<file path="src/rtl/fifo_umbrales_if.sv">
// fifo_umbrales_if: request, threshold-config and status bundle for one lane FIFO
interface fifo_umbrales_if #(parameter int DATA_WIDTH = 10);
    logic                  push;
    logic [DATA_WIDTH-1:0] data_in;
    logic                  pop;
    logic [DATA_WIDTH-1:0] data_out;
    logic                  valid_out;
    logic                  cfg_load;
    logic [2:0]            bajo;
    logic [2:0]            alto;
    logic [3:0]            count;
    logic                  empty;
    logic                  almost_empty;
    logic                  almost_full;
    logic                  full;
    logic                  error;
    modport master (
        output push, data_in, pop, cfg_load, bajo, alto,
        input  data_out, valid_out, count, empty, almost_empty, almost_full, full, error
    );
    modport slave (
        input  push, data_in, pop, cfg_load, bajo, alto,
        output data_out, valid_out, count, empty, almost_empty, almost_full, full, error
    );
endinterface

</file>
<file path="src/rtl/fifo_umbrales.sv">
// fifo_umbrales: 8-entry FIFO with programmable low/high occupancy thresholds.
// FIFO_ERR_STICKY_EN makes error sticky until reset; otherwise it pulses one cycle.
module fifo_umbrales #(
    parameter int DATA_WIDTH = 10,
    parameter int DEPTH      = 8
) (
    input  logic           clk,
    input  logic           reset,
    fifo_umbrales_if.slave bus
);
    logic [DATA_WIDTH-1:0] mem [DEPTH];
    logic [2:0]            wr_ptr, rd_ptr;
    logic [3:0]            cnt, cnt_nxt;
    logic [2:0]            bajo_reg, alto_reg;
    logic [DATA_WIDTH-1:0] dout;
    logic                  vout, err;
    logic                  is_full, is_empty, do_pop, do_push, err_ev;

    assign is_empty = cnt == 4'd0;
    assign is_full  = cnt == 4'(DEPTH);
    // A full FIFO still takes a push when a pop frees a slot on the same edge
    assign do_pop   = bus.pop && !is_empty;
    assign do_push  = bus.push && (!is_full || do_pop);
    assign err_ev   = (bus.pop && is_empty) || (bus.push && is_full && !do_pop);

    always_comb begin
        cnt_nxt = cnt + {3'b0, do_push} - {3'b0, do_pop};
    end

    always_ff @(posedge clk) begin
        if (!reset && do_push) mem[wr_ptr] <= bus.data_in;
    end

    always_ff @(posedge clk) begin
        if (reset) begin
            wr_ptr   <= 3'd0;
            rd_ptr   <= 3'd0;
            cnt      <= 4'd0;
            dout     <= '0;
            vout     <= 1'b0;
            err      <= 1'b0;
            bajo_reg <= 3'd1;
            alto_reg <= 3'd6;
        end else begin
            if (do_push) wr_ptr <= wr_ptr + 3'd1;
            if (do_pop) begin
                rd_ptr <= rd_ptr + 3'd1;
                dout   <= mem[rd_ptr];
            end
            vout <= do_pop;
            cnt  <= cnt_nxt;
            if (bus.cfg_load) begin
                bajo_reg <= bus.bajo;
                alto_reg <= bus.alto;
            end
`ifdef FIFO_ERR_STICKY_EN
            err <= err | err_ev;
`else
            err <= err_ev;
`endif
        end
    end

    assign bus.data_out     = dout;
    assign bus.valid_out    = vout;
    assign bus.count        = cnt;
    assign bus.empty        = is_empty;
    assign bus.full         = is_full;
    assign bus.almost_empty = cnt <= {1'b0, bajo_reg};
    assign bus.almost_full  = cnt >= {1'b0, alto_reg};
    assign bus.error        = err;
endmodule

</file>
<file path="src/flat_wrapper.sv">
// flat-port wrapper written by rule: the top's interface ports become plain ports
module fifo_umbrales_flat 
#(
    parameter int DATA_WIDTH = 10,
    parameter int DEPTH      = 8
)
  (clk, reset, bus_push, bus_data_in, bus_pop, bus_cfg_load, bus_bajo, bus_alto, bus_data_out, bus_valid_out, bus_count, bus_empty, bus_almost_empty, bus_almost_full, bus_full, bus_error);
  fifo_umbrales_if #(.DATA_WIDTH(DATA_WIDTH)) bus_i ();
  input  logic clk;
  input  logic reset;
  input wire logic [$bits(bus_i.push)-1:0] bus_push;
  input wire logic [$bits(bus_i.data_in)-1:0] bus_data_in;
  input wire logic [$bits(bus_i.pop)-1:0] bus_pop;
  input wire logic [$bits(bus_i.cfg_load)-1:0] bus_cfg_load;
  input wire logic [$bits(bus_i.bajo)-1:0] bus_bajo;
  input wire logic [$bits(bus_i.alto)-1:0] bus_alto;
  output wire logic [$bits(bus_i.data_out)-1:0] bus_data_out;
  output wire logic [$bits(bus_i.valid_out)-1:0] bus_valid_out;
  output wire logic [$bits(bus_i.count)-1:0] bus_count;
  output wire logic [$bits(bus_i.empty)-1:0] bus_empty;
  output wire logic [$bits(bus_i.almost_empty)-1:0] bus_almost_empty;
  output wire logic [$bits(bus_i.almost_full)-1:0] bus_almost_full;
  output wire logic [$bits(bus_i.full)-1:0] bus_full;
  output wire logic [$bits(bus_i.error)-1:0] bus_error;
  assign bus_i.push = bus_push;
  assign bus_i.data_in = bus_data_in;
  assign bus_i.pop = bus_pop;
  assign bus_i.cfg_load = bus_cfg_load;
  assign bus_i.bajo = bus_bajo;
  assign bus_i.alto = bus_alto;
  assign bus_data_out = bus_i.data_out;
  assign bus_valid_out = bus_i.valid_out;
  assign bus_count = bus_i.count;
  assign bus_empty = bus_i.empty;
  assign bus_almost_empty = bus_i.almost_empty;
  assign bus_almost_full = bus_i.almost_full;
  assign bus_full = bus_i.full;
  assign bus_error = bus_i.error;
  fifo_umbrales #(.DATA_WIDTH(DATA_WIDTH), .DEPTH(DEPTH)) u_core (.clk(clk), .reset(reset), .bus(bus_i));
endmodule
</file>
<file path="config.mk">
export PLATFORM = sky130hd
export DESIGN_NAME = fifo_umbrales_flat
export DESIGN_NICKNAME = d
export VERILOG_FILES = /design/src/rtl/fifo_umbrales_if.sv /design/src/rtl/fifo_umbrales.sv /design/src/flat_wrapper.sv
export SDC_FILE = /design/constraint.sdc
export NUM_CORES = 1
export LEC_CHECK = 0
export BUFFER_PORTS_ARGS = -buffer_cell sky130_fd_sc_hd__buf_2
export CORE_MARGIN = 2
export CORE_UTILIZATION = 45
export CTS_BUF_LIST = sky130_fd_sc_hd__clkbuf_4
export DETAILED_ROUTE_END_ITERATION = 6
export GPL_TIMING_DRIVEN = 0
export HOLD_SLACK_MARGIN = 0.15
export PLACE_DENSITY = 0.61
export SETUP_SLACK_MARGIN = 0.3
export SLEW_MARGIN = 5
export SYNTH_ARGS = -nofsm -noshare
export SYNTH_HDL_FRONTEND = slang
export SYNTH_SLANG_ARGS = --single-unit
</file>
<file path="constraint.sdc">
create_clock -name clk -period 3.19 [get_ports clk]
set_input_delay 0.319 -clock clk [delete_from_list [all_inputs] [get_ports clk]]
set_output_delay 0.319 -clock clk [all_outputs]
set_load 0.03 [all_outputs]
</file>
# --- After elaboration in Yosys (flattened, before gate mapping) ---
# Memory sizes are Yosys's and may differ from the RTL's. A register that Yosys moved wholly into a read port is not among the register bits.
# Index checks and enable logic that the tools add are counted.
classes:
  n_addsub: 4
  order_cmp: 2
  eq_ne: 1
  n_mux: 2
  reduce_logical: 13
op_table:
  columns: ["op", "n"]
  rows:
  - ["$add A3 B1 Y3 const B", 2]
  - ["$logic_and A1 B1 Y1", 6]
  - ["$add A4 B1 Y4", 1]
  - ["$eq A4 B4 Y1 const B", 1]
  - ["$ge A4 B3 Y1", 1]
  - ["$le A4 B3 Y1", 1]
  - ["$logic_not A1 Y1", 4]
  - ["$logic_not A4 Y1", 1]
  - ["$sub A4 B1 Y4", 1]
  - ["$logic_or A1 B1 Y1", 2]
  - ["$mux W1", 2]
word_totals:
  reg_bits: 18
  ramBits: 80
  inputBits: 21
  out_inout_bits: 20
  word_cells: 30
  n_memories: 1
mem_list:
  columns: ["memory", "depth", "word_bits", "rd", "rd_ports_with_merged_regs", "write_ports", "line_no", "text"]
  rows:
  - ["u_core.mem", 8, 10, 1, 1, 1, "fifo_umbrales.sv:11", "logic [DATA_WIDTH-1:0] mem [DEPTH];"]

# --- Longest topological paths before layout ---
# Gate-level depths: netlist of the first run.
depth:
  word_depth: 8
  depth_mapped: 13

# --- Worst setup path after synthesis of the first run ---
# OpenSTA, ideal clock, no wires.
synth_path:
  path_kind: "register to register"
  start: "register u_core.cnt[2], in the netlist u_core.bus.count[2]"
  end: "memory u_core.mem[4][0], enable pin"
  arrival_time_ns: 2.420
  t_required_ns: 2.786
  path_slack_ns: 0.367
  stages_incl_launch_ff: 8
  n_path_buf: 0
  cell_sequence: "dfxtp_1 -> inv_1 -> ha_1 -> or3b_2 -> o21ai_2 -> inv_1 -> nand2_1 -> nor4_1"
synth_between:
  elab_chain_cells: 8
  word_cells_on_any_way: 10
synth_lines:
  columns: ["element", "line_no", "text"]
  rows:
  - ["start, declared", "fifo_umbrales.sv:13", "logic [3:0] cnt, cnt_nxt;"]
  - ["start signal, assigned", "fifo_umbrales.sv:51", "cnt <= cnt_nxt;"]
  - ["$logic_not A4 Y1", "fifo_umbrales.sv:19", "assign is_empty = cnt == 4'd0;"]
  - ["$logic_not A1 Y1", "fifo_umbrales.sv:22", "assign do_pop = bus.pop && !is_empty;"]
  - ["$logic_and A1 B1 Y1", "fifo_umbrales.sv:22", null]
  - ["$logic_or A1 B1 Y1 (*)", "fifo_umbrales.sv:23", "assign do_push = bus.push && (!is_full || do_pop);"]
  - ["$logic_and A1 B1 Y1 (*)", "fifo_umbrales.sv:23", null]
  - ["$logic_and A1 B1 Y1 (*)", "fifo_umbrales.sv:31", "if (!reset && do_push) mem[wr_ptr] <= bus.data_in;"]
  - ["$mux W1 (*)", "fifo_umbrales.sv:31", null]
  - ["$mux W1 (not written as such) (*)", "fifo_umbrales.sv:31", null]
  - ["end, declared", "fifo_umbrales.sv:11", null]
# Every way passes the cells marked *; elsewhere a longest branch is shown, timed or not.

# --- Final worst setup path of the first run ---
layout_path:
  start: "register u_core.cnt[2], in the netlist u_core.bus.count[2]"
  end: "memory u_core.mem[7][0], enable pin"
# Same word-level chain as after synthesis.

==> flow_summary.json, run 1 <==
{
  "status": "complete, no violations",
  "vdd_drop_max_mv": 0.293,
  "rsz0062_at_grt": "false",
  "pin_count": 41,
  "internal-power_mw": 2.28,
  "wl_per_cell_um": 17.8,
  "ant_nets": 0,
  "dr.pass1.iters": 4,
  "yosys.area.top_type": "edfxtp_1",
  "regArea_um2": 2960,
  "start_util_pct": 45.7,
  "crit_buf_inv": 2,
  "clockPowerShare_pct": 18.3,
  "fin_crit_ns": 2.70,
  "multi_input_area_um2": 1320,
  "dp_hpwl_um": 5760,
  "setup_violations": 0,
  "cp_slowest_cell": "nor2_1",
  "async_reset_ff_share_pct": 0,
  "cp_common_cell": "inv_1",
  "clockRootBuffer": "clkbuf_4",
  "ys_types": 38,
  "worst-path-max-fanout": 10,
  "holdWs_ns": 0.263,
  "gp_congestion": 0.741,
  "die_height_um": 103,
  "antenna_found_initial": 0,
  "synth_nets": 331,
  "postRouteWirelength_um": 8960,
  "grt_pass1_vias": 2465,
  "timing.fmax_mhz": 370,
  "avgSynthCellArea_um2": 14.9,
  "seqPwrFrac_pct": 48.8,
  "max-cap-violations": 0,
  "vias": 2589,
  "track_usage_pct": 18.1,
  "die_w_um": 103,
  "ys_ff_latch": 108,
  "dieArea_um2": 10600,
  "ys_seq_area_share_pct": 67.3,
  "synth_flop_cell": "edfxtp_1",
  "clk_latency_ns": 0.43,
  "finish.utilization_pct": 53.2,
  "core-area_um2": 9640,
  "drc": 0,
  "htreeDepth": 3,
  "hold_viol_final": 0,
  "cts_setup_buffers": 0,
  "grt_pass1_wl_um": 13500,
  "synth_area_leaders": "edfxtp_1 55%, dfxtp_1 13%, mux4_2 4.6%",
  "nFillCells": 830,
  "syn_area_um2": 4400,
  "slew_headroom_pct": 22.6,
  "path_cells": "inv_1 > ha_1 > nor2b_1 > o21ai_2 > inv_1 > nand2_1 > nor2_1",
  "clkSinkCount": 108,
  "drt_first_iter_violations": 144,
  "synth_cells": 295,
  "cts.path.max_buffers": 2,
  "worstSetupPathType": "reg2reg",
  "p_total_mw": 3.48,
  "num_rows": 36,
  "routed_via_density": 5.15,
  "nets": 401,
  "antenna_cells": 0,
  "p_per_area_nw_per_um2": 679,
  "grt_max_degree": 20,
  "place_ws_ns": 0.479,
  "cpLargestDelayFamily": "simple AND/OR/NAND/NOR gates",
  "worstSetupEndpointType": "register",
  "portBuffers": 38,
  "synth_top_area_share_pct": 54.5,
  "setup_ws_ns": 0.487,
  "clk_pin_slew_ns": 0.17,
  "switching_share_pct": 34.6,
  "p_comb_share_pct": 32.9,
  "ys_top_cells_by_count": "80 x edfxtp_1, 28 x dfxtp_1, 16 x inv_1, 16 x nor2_1",
  "drv_slew": 0,
  "p_sw_mw": 1.21,
  "cts_tree": "built",
  "crit_required_ns": 3.25,
  "yosysWarnings": 0,
  "grt-busiest-layer": "met2",
  "numCtsBuffers": 9,
  "worst_pin_slew_ns": 1.16,
  "grtUsageMet3_pct": 2.64,
  "timing.final.crit_share_pct": 84.7,
  "largest_register": "u_core.mem",
  "drive_gt1_share_pct": 22.7,
  "synth_edf_count": 80,
  "met1_usage_pct": 26.0,
  "fin_skew_ns": 0.0193,
  "post-synth-top-count-cell": "edfxtp_1",
  "crit_arrival_ns": 2.76,
  "p_leak_nw": 1.85,
  "synthToLayoutAreaGrowth_pct": 16.4,
  "grt_use_met2_pct": 28.5,
  "critPathMaxStageDelay_ns": 0.91,
  "gr-total-overflow": 0,
  "hold_path.class": "in2reg",
  "largest_reg_flops": 80,
  "start_kind": "register"
}
==> worst paths after layout <==
check,slack (ns),cells after the start,end,from
min reg2reg,0.48,1,u_core.bus.data_out[9]$_SDFFE_PP0P_,u_core.bus.data_out[9]$_SDFFE_PP0P_
max,0.49,7,u_core.mem[7][0]$_DFFE_PP_,u_core.bus.count[2]$_SDFF_PP0_
max reg2reg,0.49,7,u_core.mem[7][0]$_DFFE_PP_,u_core.bus.count[2]$_SDFF_PP0_
min,0.26,3,u_core.rd_ptr[1]$_SDFFE_PP0P_,bus_pop
==> per-stage QoR <==
step | cells | setup TNS (ns) | area, um^2
floorplan | 295 | 0 | 4400
global placement | 466 | -9.51 | 4760
detailed placement | 471 | 0 | 4840
CTS | 503 | 0 | 5120
global route | 503 | 0 | 5130
finish | 503 | 0 | 5130
==> tightest hold or removal path: stages <==
cell and delay (ns):
clkbuf_1 0.17, nand3_1 0.12, a21oi_1 0.05
==> cells by family after synthesis <==
family	Yosys count	synth area share, %
AO/OA/AOI/OAI	44	7.56
XOR/XNOR	6	1.19
adder cells (fa/ha/maj)	15	4.43
buffers and inverters	32	3.35
flip-flops	108	67.3
multiplexers	24	8.38
AND/OR/NAND/NOR	66	7.81
==> cell usage in the layout (no fill, tap or decap), drive strengths merged, types with 3 or more instances in the layout <==
cell type	instances
edfxtp	80
buf	52
dfxtp	28
inv	17
clkbuf	17
nor2	16
dlygate4sd3	16
nor2b	14
mux2i	14
ha	14
nand2	11
a31oi	10
a32o	10
mux4	10
a211oi	9
or2	9
a21oi	6
nand3	4
nand2b	4
xnor2	4
clkinv	4
nor3	3
o211ai	3
==> routing by layer <==
layer  vias to the layer above  share of wire [%]
met5                         -                  0
met2                        72                 48
met3                         4                6.4
met1                      1261                 45
li1                       1252                  -
met4                         0               0.65
==> area by class of cell <==
class                      count  area share [%]
clock inverter                 6            1.00
buffer                        16            1.71
multi-input combinational    155            25.8
tap                          133            3.25
sequential                   108            57.8
clock buffer                  10            1.46
timing repair buffer          59            7.79
inverter                      16            1.17
==> power by group through the flow <==
stage	Clock, mW	Sequential, mW	Combinational [mW]
2_1_floorplan	0	1.84	0.719
3_3_place_gp	0	1.73	1.11
3_5_place_dp	0	1.73	1.14
4_1_cts	0.643	1.70	1.16
5_1_grt	0.704	1.71	1.26
6_report	0.638	1.70	1.15
==> what timing repair did <==
action / 4_1_cts / 5_1_grt
setup endpoints to repair: 0 / 1
hold endpoints to repair: 86 / 0
gates resized for setup: 0 / 1
hold buffers: 16 / 0
Power figures use the tool's default switching activity.
==> run 2, diff against run 1 <==
--- a/config.mk
+++ b/config.mk
@@ -12,7 +12,7 @@
 export DETAILED_ROUTE_END_ITERATION = 6
 export GPL_TIMING_DRIVEN = 0
 export HOLD_SLACK_MARGIN = 0.15
-export PLACE_DENSITY = 0.61
+export PLACE_DENSITY = 0.64
 export SETUP_SLACK_MARGIN = 0.3
 export SLEW_MARGIN = 5
 export SYNTH_ARGS = -nofsm -noshare
==> constraint.sdc (replaced) <==
create_clock -name clk -period 2.3 [get_ports clk]
set_input_delay 0.23 -clock clk [delete_from_list [all_inputs] [get_ports clk]]
set_output_delay 0.23 -clock clk [all_outputs]
set_load 0.03 [all_outputs]
==> flow_summary.json, run 2 (same netlist as run 1, synthesis figures left out) <==
{
  "hold_path.class": "in2reg",
  "worstReg2RegEnd": "u_core.bus.count[1]$_SDFF_PP0_",
  "gp_congestion": 0.771,
  "dr.pass1.iters": 4,
  "layout_common_cells": "80 x edfxtp_1, 39 x buf_2, 25 x dfxtp_1, 23 x buf_4, 16 x dlygate4sd3_1",
  "final_common_cell": "edfxtp_1",
  "grt_pass1_vias": 2679,
  "cp_slowest_cell": "fa_2",
  "p_leak_nw": 2.01,
  "cp-startpoint": "u_core.bus.count[2]$_SDFF_PP0_",
  "p_per_area_nw_per_um2": 948,
  "timing.final.crit_share_pct": 101,
  "reg2reg_from": "u_core.bus.count[2]$_SDFF_PP0_",
  "drc": 0,
  "vdd_drop_max_mv": 0.443,
  "antenna_found_initial": 0,
  "worst_pin_slew_ns": 0.734,
  "status": "finished with violations",
  "pin_count": 41,
  "postRouteWirelength_um": 9570,
  "finalNonFillerCells": 528,
  "clk_pin_slew_ns": 0.15,
  "die_height_um": 103,
  "clockRootBuffer": "clkbuf_4",
  "max-cap-violations": 0,
  "track_usage_pct": 19.2,
  "slew_headroom_pct": 51.1,
  "holdPathStages": 5,
  "path_cells": "inv_4 > ha_4 > or3b_1 > clkbuf_8 > nand2_4 > inv_4 > ha_4 > inv_4 > ha_4 > fa_2 > nor2b_1",
  "drv_slew": 0,
  "worst-path-max-fanout": 3,
  "largest_reg_flops": 80,
  "ant_nets": 0,
  "fin_skew_ns": 0.0140,
  "start_kind": "register",
  "crit_buf_inv": 4,
  "wl_per_cell_um": 18.1,
  "gr-total-overflow": 0,
  "core-area_um2": 9640,
  "num_rows": 36,
  "critPathMaxStageDelay_ns": 0.50,
  "cts.path.max_buffers": 2,
  "r2r_slack_ns": -0.01,
  "r2r_cells": 11,
  "worstSetupPathType": "reg2reg",
  "start_util_pct": 45.7,
  "timing.fmax_mhz": 432,
  "crit_arrival_ns": 2.70,
  "htreeDepth": 3,
  "vias": 2734,
  "dp.cells": 468,
  "dieArea_um2": 10600,
  "hold_viol_final": 0,
  "place_ws_ns": -0.500,
  "routed_via_density": 5.18,
  "grt_max_degree": 19,
  "setup_violations": 1,
  "crit_required_ns": 2.68,
  "numCtsBuffers": 9,
  "synthToLayoutAreaGrowth_pct": 26.2,
  "antenna_cells": 0,
  "drt_first_iter_violations": 180,
  "largest_register": "u_core.mem",
  "violations": "negative setup slack",
  "cpLargestDelayFamily": "adder cells",
  "cts_tree": "built",
  "clkSinkCount": 108,
  "die_w_um": 103,
  "drive_gt1_share_pct": 33.2,
  "portBuffers": 38,
  "rsz0062_at_grt": "true",
  "setup_ws_ns": -0.0148,
  "nets": 426,
  "dp_hpwl_um": 5810,
  "clk_latency_ns": 0.44,
  "p_total_mw": 5.27,
  "grt_pass1_wl_um": 14600,
  "hp-start": "bus_push",
  "whs_endpoint": "u_core.bus.error$_SDFF_PP0_",
  "worstSetupEndpointType": "register",
  "fin_crit_ns": 2.31
}
[run 2: worst min-delay path: stages]
cell and delay (ns):
buf_2 0.13, nand2_1 0.06, nor2_1 0.03, a21oi_1 0.10, nor4_1 0.05
[run 2: worst max path at each step]
stage | to | slack, ns | cells after the start
2_1_floorplan | u_core.bus.count[1]$_SDFF_PP0_ | -0.03 | 11
3_3_place_gp | u_core.mem[3][5]$_DFFE_PP_ | -0.66 | 5
3_5_place_dp | u_core.mem[4][6]$_DFFE_PP_ | -0.50 | 7
4_1_cts | u_core.bus.count[1]$_SDFF_PP0_ | -0.04 | 11
5_1_grt | u_core.bus.count[1]$_SDFF_PP0_ | -0.06 | 11
6_report | u_core.bus.count[1]$_SDFF_PP0_ | -0.01 | 11
[run 2: cell type report]
class	count	area, um^2
Sequential cell	108	2970
Clock inverter	7	73.8
Timing Repair Buffer	84	656
Clock buffer	9	67.6
Multi-Input combinational cell	155	1450
Buffer	16	98.8
Fill cell	784	4080
Inverter	16	72.6
Tap cell	133	166
[run 2: per-layer routing]
metal	up-vias	GRT usage (%)	routed length (um)
met4	0	5.47	87
met3	8	4.20	543
met2	78	32.7	4920
met1	1346	24.9	4020
met5	-	0	0
li1	1302	-	-
[run 2: through the flow]
stage / hold slack, ns / setup TNS (ns) / utilization (%) / cell area, um^2
after global routing: 0.182 / -0.114 / 57.7 / 5560
after global placement: 0.443 / -17.26 / 50.2 / 4840
after CTS: 0.170 / -0.0410 / 56.4 / 5440
after detailed placement: 0.450 / -5.51 / 50.5 / 4870
after floorplan: 0.329 / -0.0334 / - / 4480
final: 0.194 / -0.0148 / 57.7 / 5560
[run 2: where the power goes]
part / switching (mW) / internal (mW)
combinational: 1.05 / 0.909
clock: 0.597 / 0.336
sequential: 0.118 / 2.26
[run 2: repair_timing]
item                       CTS  global route
setup buffers               16            12
pin swaps                   14             7
hold endpoints to repair    86             0
hold buffers                16             0
setup endpoints to repair   89            74
gates resized for setup     27             7
